<file path="src/rtl/jack_sprite_fetch_pkg.sv">
// Shared definitions for the blue-character sprite path (fetch front end and renderer).
package jack_pkg;

   localparam int SPR_W = 47;
   localparam int SPR_H = 60;
   localparam int RGB_W = 12;

   localparam logic [RGB_W-1:0] KEY_COLOR = 12'h000;

   // spr_state bit positions
   localparam int ST_RIGHT = 0;
   localparam int ST_AIR   = 1;
   localparam int ST_MOVE  = 2;

   typedef logic [RGB_W-1:0] rgb_t;

   // Per-pixel side information that rides alongside the ROM fetch
   typedef struct packed {
      logic hit;
      logic valid;
      rgb_t bg;
   } align_t;

endpackage

</file>
<file path="src/rtl/jack_sprite_fetch_if.sv">
// Scan-side, character-state and renderer signals of the sprite fetch front end.
interface jack_sprite_fetch_if;
   import jack_pkg::*;

   logic [9:0]  pix_x;
   logic [9:0]  pix_y;
   logic        pix_valid;
   logic        frame_start;
   logic [9:0]  pos_x;
   logic [9:0]  pos_y;
   logic        dir_right;
   logic        in_air;
   logic        moving;
   rgb_t        bg_pix;
   rgb_t        spr_pix;
   logic [13:0] spr_addr;
   logic [2:0]  spr_state;
   logic [31:0] ipcnt;
   rgb_t        rgb_out;
   logic        rgb_valid;

   // Fetch block side
   modport slave (
      input  pix_x, pix_y, pix_valid, frame_start,
      input  pos_x, pos_y, dir_right, in_air, moving,
      input  bg_pix, spr_pix,
      output spr_addr, spr_state, ipcnt, rgb_out, rgb_valid
   );

   // Scan generator / renderer side
   modport master (
      output pix_x, pix_y, pix_valid, frame_start,
      output pos_x, pos_y, dir_right, in_air, moving,
      output bg_pix, spr_pix,
      input  spr_addr, spr_state, ipcnt, rgb_out, rgb_valid
   );

endinterface

</file>
<file path="src/rtl/jack_sprite_fetch_pipe_delay.sv">
// Fixed-depth register delay line with asynchronous active-low clear.
module pipe_delay #(
   parameter int WIDTH = 1,
   parameter int DEPTH = 1
) (
   input  logic             clk,
   input  logic             rst_n,
   input  logic [WIDTH-1:0] d_i,
   output logic [WIDTH-1:0] q_o
);

   logic [WIDTH-1:0] stage_q [DEPTH];

   // Shift one stage per clock; reset empties every stage
   always_ff @(posedge clk or negedge rst_n) begin
      if (!rst_n) begin
         for (int i = 0; i < DEPTH; i++) stage_q[i] <= '0;
      end else begin
         stage_q[0] <= d_i;
         for (int i = 1; i < DEPTH; i++) stage_q[i] <= stage_q[i-1];
      end
   end

   assign q_o = stage_q[DEPTH-1];

endmodule

</file>
<file path="src/rtl/jack_sprite_fetch.sv">
// Sprite fetch front end: frame-latched hit test and ROM addressing, delay-aligned
// colour-key composite, and a free-running animation tick counter.
module jack_sprite_fetch
   import jack_pkg::*;
#(
   parameter int          ROM_LAT  = 2,
   parameter int unsigned TICK_DIV = 6000001
) (
   input  logic         clk,
   input  logic         rst_n,
   jack_sprite_fetch_if.slave bus
);

   logic [9:0]  lx_q, lx_d;
   logic [9:0]  ly_q, ly_d;
   logic [2:0]  state_q, state_d;
   logic [13:0] addr_q, addr_d;
   logic [31:0] ipcnt_q, ipcnt_d;
   rgb_t        rgb_q, rgb_d;
   logic        rgb_valid_q, rgb_valid_d;

   logic        hit;
   logic [10:0] x_end, y_end;
   logic [9:0]  dx, dy;
   align_t      align_in, align_out;

   // Position/state captured only at frame start so the character never tears
   always_comb begin
      lx_d    = lx_q;
      ly_d    = ly_q;
      state_d = state_q;
      if (bus.frame_start) begin
         lx_d              = bus.pos_x;
         ly_d              = bus.pos_y;
         state_d[ST_RIGHT] = bus.dir_right;
         state_d[ST_AIR]   = bus.in_air;
         state_d[ST_MOVE]  = bus.moving;
      end
   end

   // Hit test in 11 bits so a sprite at the right/bottom edge cannot wrap to column/row 0
   always_comb begin
      x_end = {1'b0, lx_q} + 11'(SPR_W);
      y_end = {1'b0, ly_q} + 11'(SPR_H);
      hit   = bus.pix_valid
              && ({1'b0, bus.pix_x} >= {1'b0, lx_q}) && ({1'b0, bus.pix_x} < x_end)
              && ({1'b0, bus.pix_y} >= {1'b0, ly_q}) && ({1'b0, bus.pix_y} < y_end);
      dx     = bus.pix_x - lx_q;
      dy     = bus.pix_y - ly_q;
      addr_d = hit ? (14'(dy) * 14'(SPR_W) + 14'(dx)) : 14'd0;
   end

   // Animation tick wraps at TICK_DIV-1
   always_comb begin
      ipcnt_d = (ipcnt_q == 32'(TICK_DIV - 1)) ? 32'd0 : ipcnt_q + 32'd1;
   end

   assign align_in = '{hit: hit, valid: bus.pix_valid, bg: bus.bg_pix};

   pipe_delay #(
      .WIDTH ($bits(align_t)),
      .DEPTH (1 + ROM_LAT)
   ) u_align (
      .clk   (clk),
      .rst_n (rst_n),
      .d_i   (align_in),
      .q_o   (align_out)
   );

   // Sprite pixel wins unless it carries the transparent key colour
   always_comb begin
      rgb_d       = (align_out.hit && (bus.spr_pix != KEY_COLOR)) ? bus.spr_pix : align_out.bg;
      rgb_valid_d = align_out.valid;
   end

   // State registers for latch, address, tick counter and composite output
   always_ff @(posedge clk or negedge rst_n) begin
      if (!rst_n) begin
         lx_q        <= '0;
         ly_q        <= '0;
         state_q     <= 3'b001;
         addr_q      <= '0;
         ipcnt_q     <= '0;
         rgb_q       <= '0;
         rgb_valid_q <= 1'b0;
      end else begin
         lx_q        <= lx_d;
         ly_q        <= ly_d;
         state_q     <= state_d;
         addr_q      <= addr_d;
         ipcnt_q     <= ipcnt_d;
         rgb_q       <= rgb_d;
         rgb_valid_q <= rgb_valid_d;
      end
   end

   assign bus.spr_addr  = addr_q;
   assign bus.spr_state = state_q;
   assign bus.ipcnt     = ipcnt_q;
   assign bus.rgb_out   = rgb_q;
   assign bus.rgb_valid = rgb_valid_q;

endmodule

</file>
<file path="src/flat_wrapper.sv">
// flat-port wrapper written by rule: the top's interface ports become plain ports
module jack_sprite_fetch_flat import jack_pkg::*;
#(
   parameter int          ROM_LAT  = 2,
   parameter int unsigned TICK_DIV = 6000001
)
  (clk, rst_n, bus_pix_x, bus_pix_y, bus_pix_valid, bus_frame_start, bus_pos_x, bus_pos_y, bus_dir_right, bus_in_air, bus_moving, bus_bg_pix, bus_spr_pix, bus_spr_addr, bus_spr_state, bus_ipcnt, bus_rgb_out, bus_rgb_valid);
  jack_sprite_fetch_if bus_i ();
  input  logic clk;
  input  logic rst_n;
  input wire logic [$bits(bus_i.pix_x)-1:0] bus_pix_x;
  input wire logic [$bits(bus_i.pix_y)-1:0] bus_pix_y;
  input wire logic [$bits(bus_i.pix_valid)-1:0] bus_pix_valid;
  input wire logic [$bits(bus_i.frame_start)-1:0] bus_frame_start;
  input wire logic [$bits(bus_i.pos_x)-1:0] bus_pos_x;
  input wire logic [$bits(bus_i.pos_y)-1:0] bus_pos_y;
  input wire logic [$bits(bus_i.dir_right)-1:0] bus_dir_right;
  input wire logic [$bits(bus_i.in_air)-1:0] bus_in_air;
  input wire logic [$bits(bus_i.moving)-1:0] bus_moving;
  input wire logic [$bits(bus_i.bg_pix)-1:0] bus_bg_pix;
  input wire logic [$bits(bus_i.spr_pix)-1:0] bus_spr_pix;
  output wire logic [$bits(bus_i.spr_addr)-1:0] bus_spr_addr;
  output wire logic [$bits(bus_i.spr_state)-1:0] bus_spr_state;
  output wire logic [$bits(bus_i.ipcnt)-1:0] bus_ipcnt;
  output wire logic [$bits(bus_i.rgb_out)-1:0] bus_rgb_out;
  output wire logic [$bits(bus_i.rgb_valid)-1:0] bus_rgb_valid;
  assign bus_i.pix_x = bus_pix_x;
  assign bus_i.pix_y = bus_pix_y;
  assign bus_i.pix_valid = bus_pix_valid;
  assign bus_i.frame_start = bus_frame_start;
  assign bus_i.pos_x = bus_pos_x;
  assign bus_i.pos_y = bus_pos_y;
  assign bus_i.dir_right = bus_dir_right;
  assign bus_i.in_air = bus_in_air;
  assign bus_i.moving = bus_moving;
  assign bus_i.bg_pix = bus_bg_pix;
  assign bus_i.spr_pix = bus_spr_pix;
  assign bus_spr_addr = bus_i.spr_addr;
  assign bus_spr_state = bus_i.spr_state;
  assign bus_ipcnt = bus_i.ipcnt;
  assign bus_rgb_out = bus_i.rgb_out;
  assign bus_rgb_valid = bus_i.rgb_valid;
  jack_sprite_fetch #(.ROM_LAT(ROM_LAT), .TICK_DIV(TICK_DIV)) u_core (.clk(clk), .rst_n(rst_n), .bus(bus_i));
endmodule
</file>
<file path="config.mk">
export PLATFORM = sky130hd
export DESIGN_NAME = jack_sprite_fetch_flat
export DESIGN_NICKNAME = d
export VERILOG_FILES = /design/src/rtl/jack_sprite_fetch_pkg.sv /design/src/rtl/jack_sprite_fetch_if.sv /design/src/rtl/jack_sprite_fetch_pipe_delay.sv /design/src/rtl/jack_sprite_fetch.sv /design/src/flat_wrapper.sv
export SDC_FILE = /design/constraint.sdc
export NUM_CORES = 1
export LEC_CHECK = 0
export CAP_MARGIN = 20
export CELL_PAD_IN_SITES_DETAIL_PLACEMENT = 1
export CELL_PAD_IN_SITES_GLOBAL_PLACEMENT = 1
export CORE_UTILIZATION = 35
export CTS_CLUSTER_DIAMETER = 150
export DETAILED_ROUTE_END_ITERATION = 6
export PLACE_DENSITY_LB_ADDON = 0.1
export SYNTH_ARGS = -nofsm -noshare
export SYNTH_HDL_FRONTEND = slang
export SYNTH_SLANG_ARGS = --single-unit
</file>
<file path="constraint.sdc">
create_clock -name clk -period 8.25 [get_ports clk]
set_clock_uncertainty 0.15 [all_clocks]
set_input_delay 0.825 -clock clk [delete_from_list [all_inputs] [get_ports clk]]
set_output_delay 0.825 -clock clk [all_outputs]
set_load 0.005 [all_outputs]
</file>
==> summary.md <==
| Metric | Value |
|---|---|
| Sequential share of power | `0.145` |
| Hold path startpoint | `u_core.u_align.stage_q[25]` |
| Ant diodes | `0` |
| Clock sink count | `124` |
| Int Pwr | `2.44 mW` |
| Final Max Tran Viols | `0` |
| Overflow after GRT | `0` |
| Die Wd | `150 um` |
| Final setup viols | `0` |
| CTS tree | `done` |
| Commonest cells in the netlist | `dfrtp_1, inv_1, ha_1, nand2_1, xnor2_1` |
| Hold crit path type | `flip-flop to flip-flop` |
| Post-synthesis sequential area ratio | `0.407` |
| Global-route wire length before repair | `30.8 mm` |
| Dpl hpwl | `14.5 mm` |
| Final Hold Fails | `0` |
| Yosys cell types | `53` |
| Cts repair resizes | `0` |
| Max Cap Viol | `0` |
| Core Box Area | `0.0212 mm^2` |
| Synth top area share | `0.403` |
| Synth Instances | `727` |
| Initial antenna violation count | `0` |
| Sw power | `2.18 mW` |
| Crit end category | `flip-flop` |
| Final-stage net count | `1050` |
| Area Overhead vs Synth | `28.8%` |
| Synth top area cells | `dfrtp_1, ha_1, fa_1` |
| Initial Utilization | `0.360` |
| Post-synth EDFFs | `0` |
| Post-CTS Setup Bufs | `0` |
| Die footprint | `0.0224 mm^2` |
| Routability cong. | `0.834` |
| Worst setup SP type | `input port` |
| Placed Cells | `1126` |
| Average wire per standard cell | `16.0 um` |
| YS warnings | `0` |
| RSZ-0062 raised after global routing | `false` |
| Peak supply drop | `474 uV` |
| Power per cell area | `469 mW/mm^2` |
| Reg-to-Reg Start | `u_core.ly_q[1]` |
| Main synth FF type | `dfrtp_1` |
| Syn nets | `907` |
| Switching Share | `0.471` |
| Cell Count, Final, Fillers Out | `1158` |
| Via count | `5662` |
| Yosys reg bits | `124` |
| Worst skew pair latency | `0.42 ns` |
| Crit path max fanout | `5` |
| ANT nets after route | `0` |
| Gate power share | `0.697` |
| Leak | `4.47 nW` |
| Max incr delay on CP | `0.53 ns` |
| Routed WL | `18.5 mm` |
| CP startpoint | `bus_pix_y[0]` |
| Total Power | `4.62 mW` |
| Hold buffers post-CTS | `0` |
| DRC errors left | `0` |
| Placement Setup Slack | `1.22 ns` |
| Async SR Flop Fraction | `1.00` |
| Worst Path Arrival | `6.69 ns` |
| FMAX | `153 MHz` |
| Worst path most repeated cell | `inv_1` |
| Period utilisation layout | `0.794` |
| Cell with the most instances after synthesis | `dfrtp_1` |
| Worst-path clk slew | `0.06 ns` |
| Setup ws final | `1.70 ns` |
| DIE HEIGHT | `150 um` |
| Type of the worst setup path | `input port to flip-flop` |
| Tot GR Track Use | `0.177` |
| Clock share of power | `0.158` |
| R2r setup slk | `2.15 ns` |
| Relative slew margins | `0.363` |
| CTS root buffer | `clkbuf_16` |
| Rows | `53` |
| Layout cells sized above 1 | `0.0804` |
| PortBufs | `132` |
| Worst-Margin Slew | `0.947 ns` |
| Largest net degree at the start of global routing | `73` |
| Cell taking the most area after synthesis | `dfrtp_1` |
| I/O pin count | `133` |
| Sum Neg Setup Slack | `0 ns` |
| WP data required | `8.39 ns` |
| Clk buf depth | `2` |
| CTS Buf Count | `17` |
| Mapped Area | `0.00764 mm^2` |
| Syn Area/Cell | `10.5 um^2` |
| CP max stage cell | `fa_1` |
| Drt first pass iters | `4` |
| Avg Vias per Cell | `4.89` |
| Final min period | `6.55 ns` |
| Initial DRC Count | `86` |
| Status | `finished, final reports clean` |
| H-Tree Depth | `4` |
| Vias in the first global route | `6192` |
area by class of cell:
cell class,instances,area (um^2)
Clock buffer,18,439
Clock inverter,14,135
Fill cell,2356,11400
Inverter,99,372
Multi-Input combinational cell,492,4100
Sequential cell,124,3100
Tap cell,275,344
Timing Repair Buffer,136,1350
registers in the layout, indices dropped and copies added, names as in the netlist:
name / count
u_core.bus.ipcnt: 32
u_core.lx_q: 10
u_core.u_align.stage_q: 28
u_core.bus.spr_state: 3
u_core.bus.rgb_valid: 1
u_core.bus.rgb_out: 12
u_core.bus.spr_addr: 14
u_core.u_align.q_o: 14
u_core.ly_q: 10
routing by layer:
layer	track usage	wire [um]	up-vias	part of all wire
met4	0.0566	342	0	0.018
met3	0.0390	618	24	0.033
li1	-	-	2731	-
met2	0.324	9810	102	0.53
met5	0	0	-	0
met1	0.203	7770	2805	0.42
power groups by stage:
stage | logic (mW) | registers [mW] | clock network [mW]
after global placement | 3.18 | 0.681 | 0
after global routing | 3.68 | 0.677 | 0.776
after CTS | 3.31 | 0.673 | 0.747
after floorplan | 2.58 | 0.683 | 0
after detailed placement | 3.27 | 0.684 | 0
final | 3.22 | 0.672 | 0.728
layout by cell type, fill, tap and decap left out, drive strengths merged, types with 2 or more instances in the layout:
cell,n
a211oi,6
a21o,10
a21oi,26
a22o,2
a31oi,5
and2,3
and3,8
and4,2
buf,5
clkbuf,18
clkdlybuf4s50,131
clkinv,5
clkinvlp,3
dfrtp,123
fa,30
ha,79
inv,104
mux2,16
mux2i,4
nand2,55
nand2b,5
nand3,18
nand3b,2
nand4,17
nor2,37
nor2b,8
nor3,14
nor3b,3
nor4,11
nor4b,4
o211ai,3
o21ai,33
o22ai,2
o31a,2
o41ai,2
or2,3
xnor2,51
xor2,20
path summary, 6_finish.rpt:
check | end | cells past startpoint
worst max-delay path | u_core.bus.spr_addr[12] | 25
worst min-delay path | u_core.u_align.q_o[11] | 0
worst max register to register | u_core.bus.spr_addr[12] | 21
worst min register to register | u_core.u_align.q_o[11] | 0
max in group asynchronous | u_core.lx_q[6] | 2
min in group asynchronous | u_core.bus.rgb_out[10] | 1
worst max-delay path: cells and delay by family:
family | cells | cell delay [ns]
AOI/OAI and AO/OA | 6 | 1.24
xor gates and xnor gates | 1 | 0.28
adders and majority gates | 7 | 2.86
buffers and inverters | 7 | 0.76
muxes | 1 | 0.13
and+or+nand+nor | 3 | 0.59
per-stage QoR:
stage	hold WS (ns)	cell area (um^2)	util
finish	0.193	9840	0.464
global route	0.200	9840	0.464
CTS	0.195	9840	0.464
detailed placement	0.186	9260	0.437
global placement	0.182	9260	0.436
floorplan	0.181	7640	-
cell families after synthesis:
kind of cell / share of synthesized area
mux: 0.0288
compound gates: 0.0806
buf+inv: 0.0578
fa+ha+maj: 0.208
xor+xnor: 0.0844
simple gates: 0.134
flops: 0.407
Power figures use the tool's default switching activity.
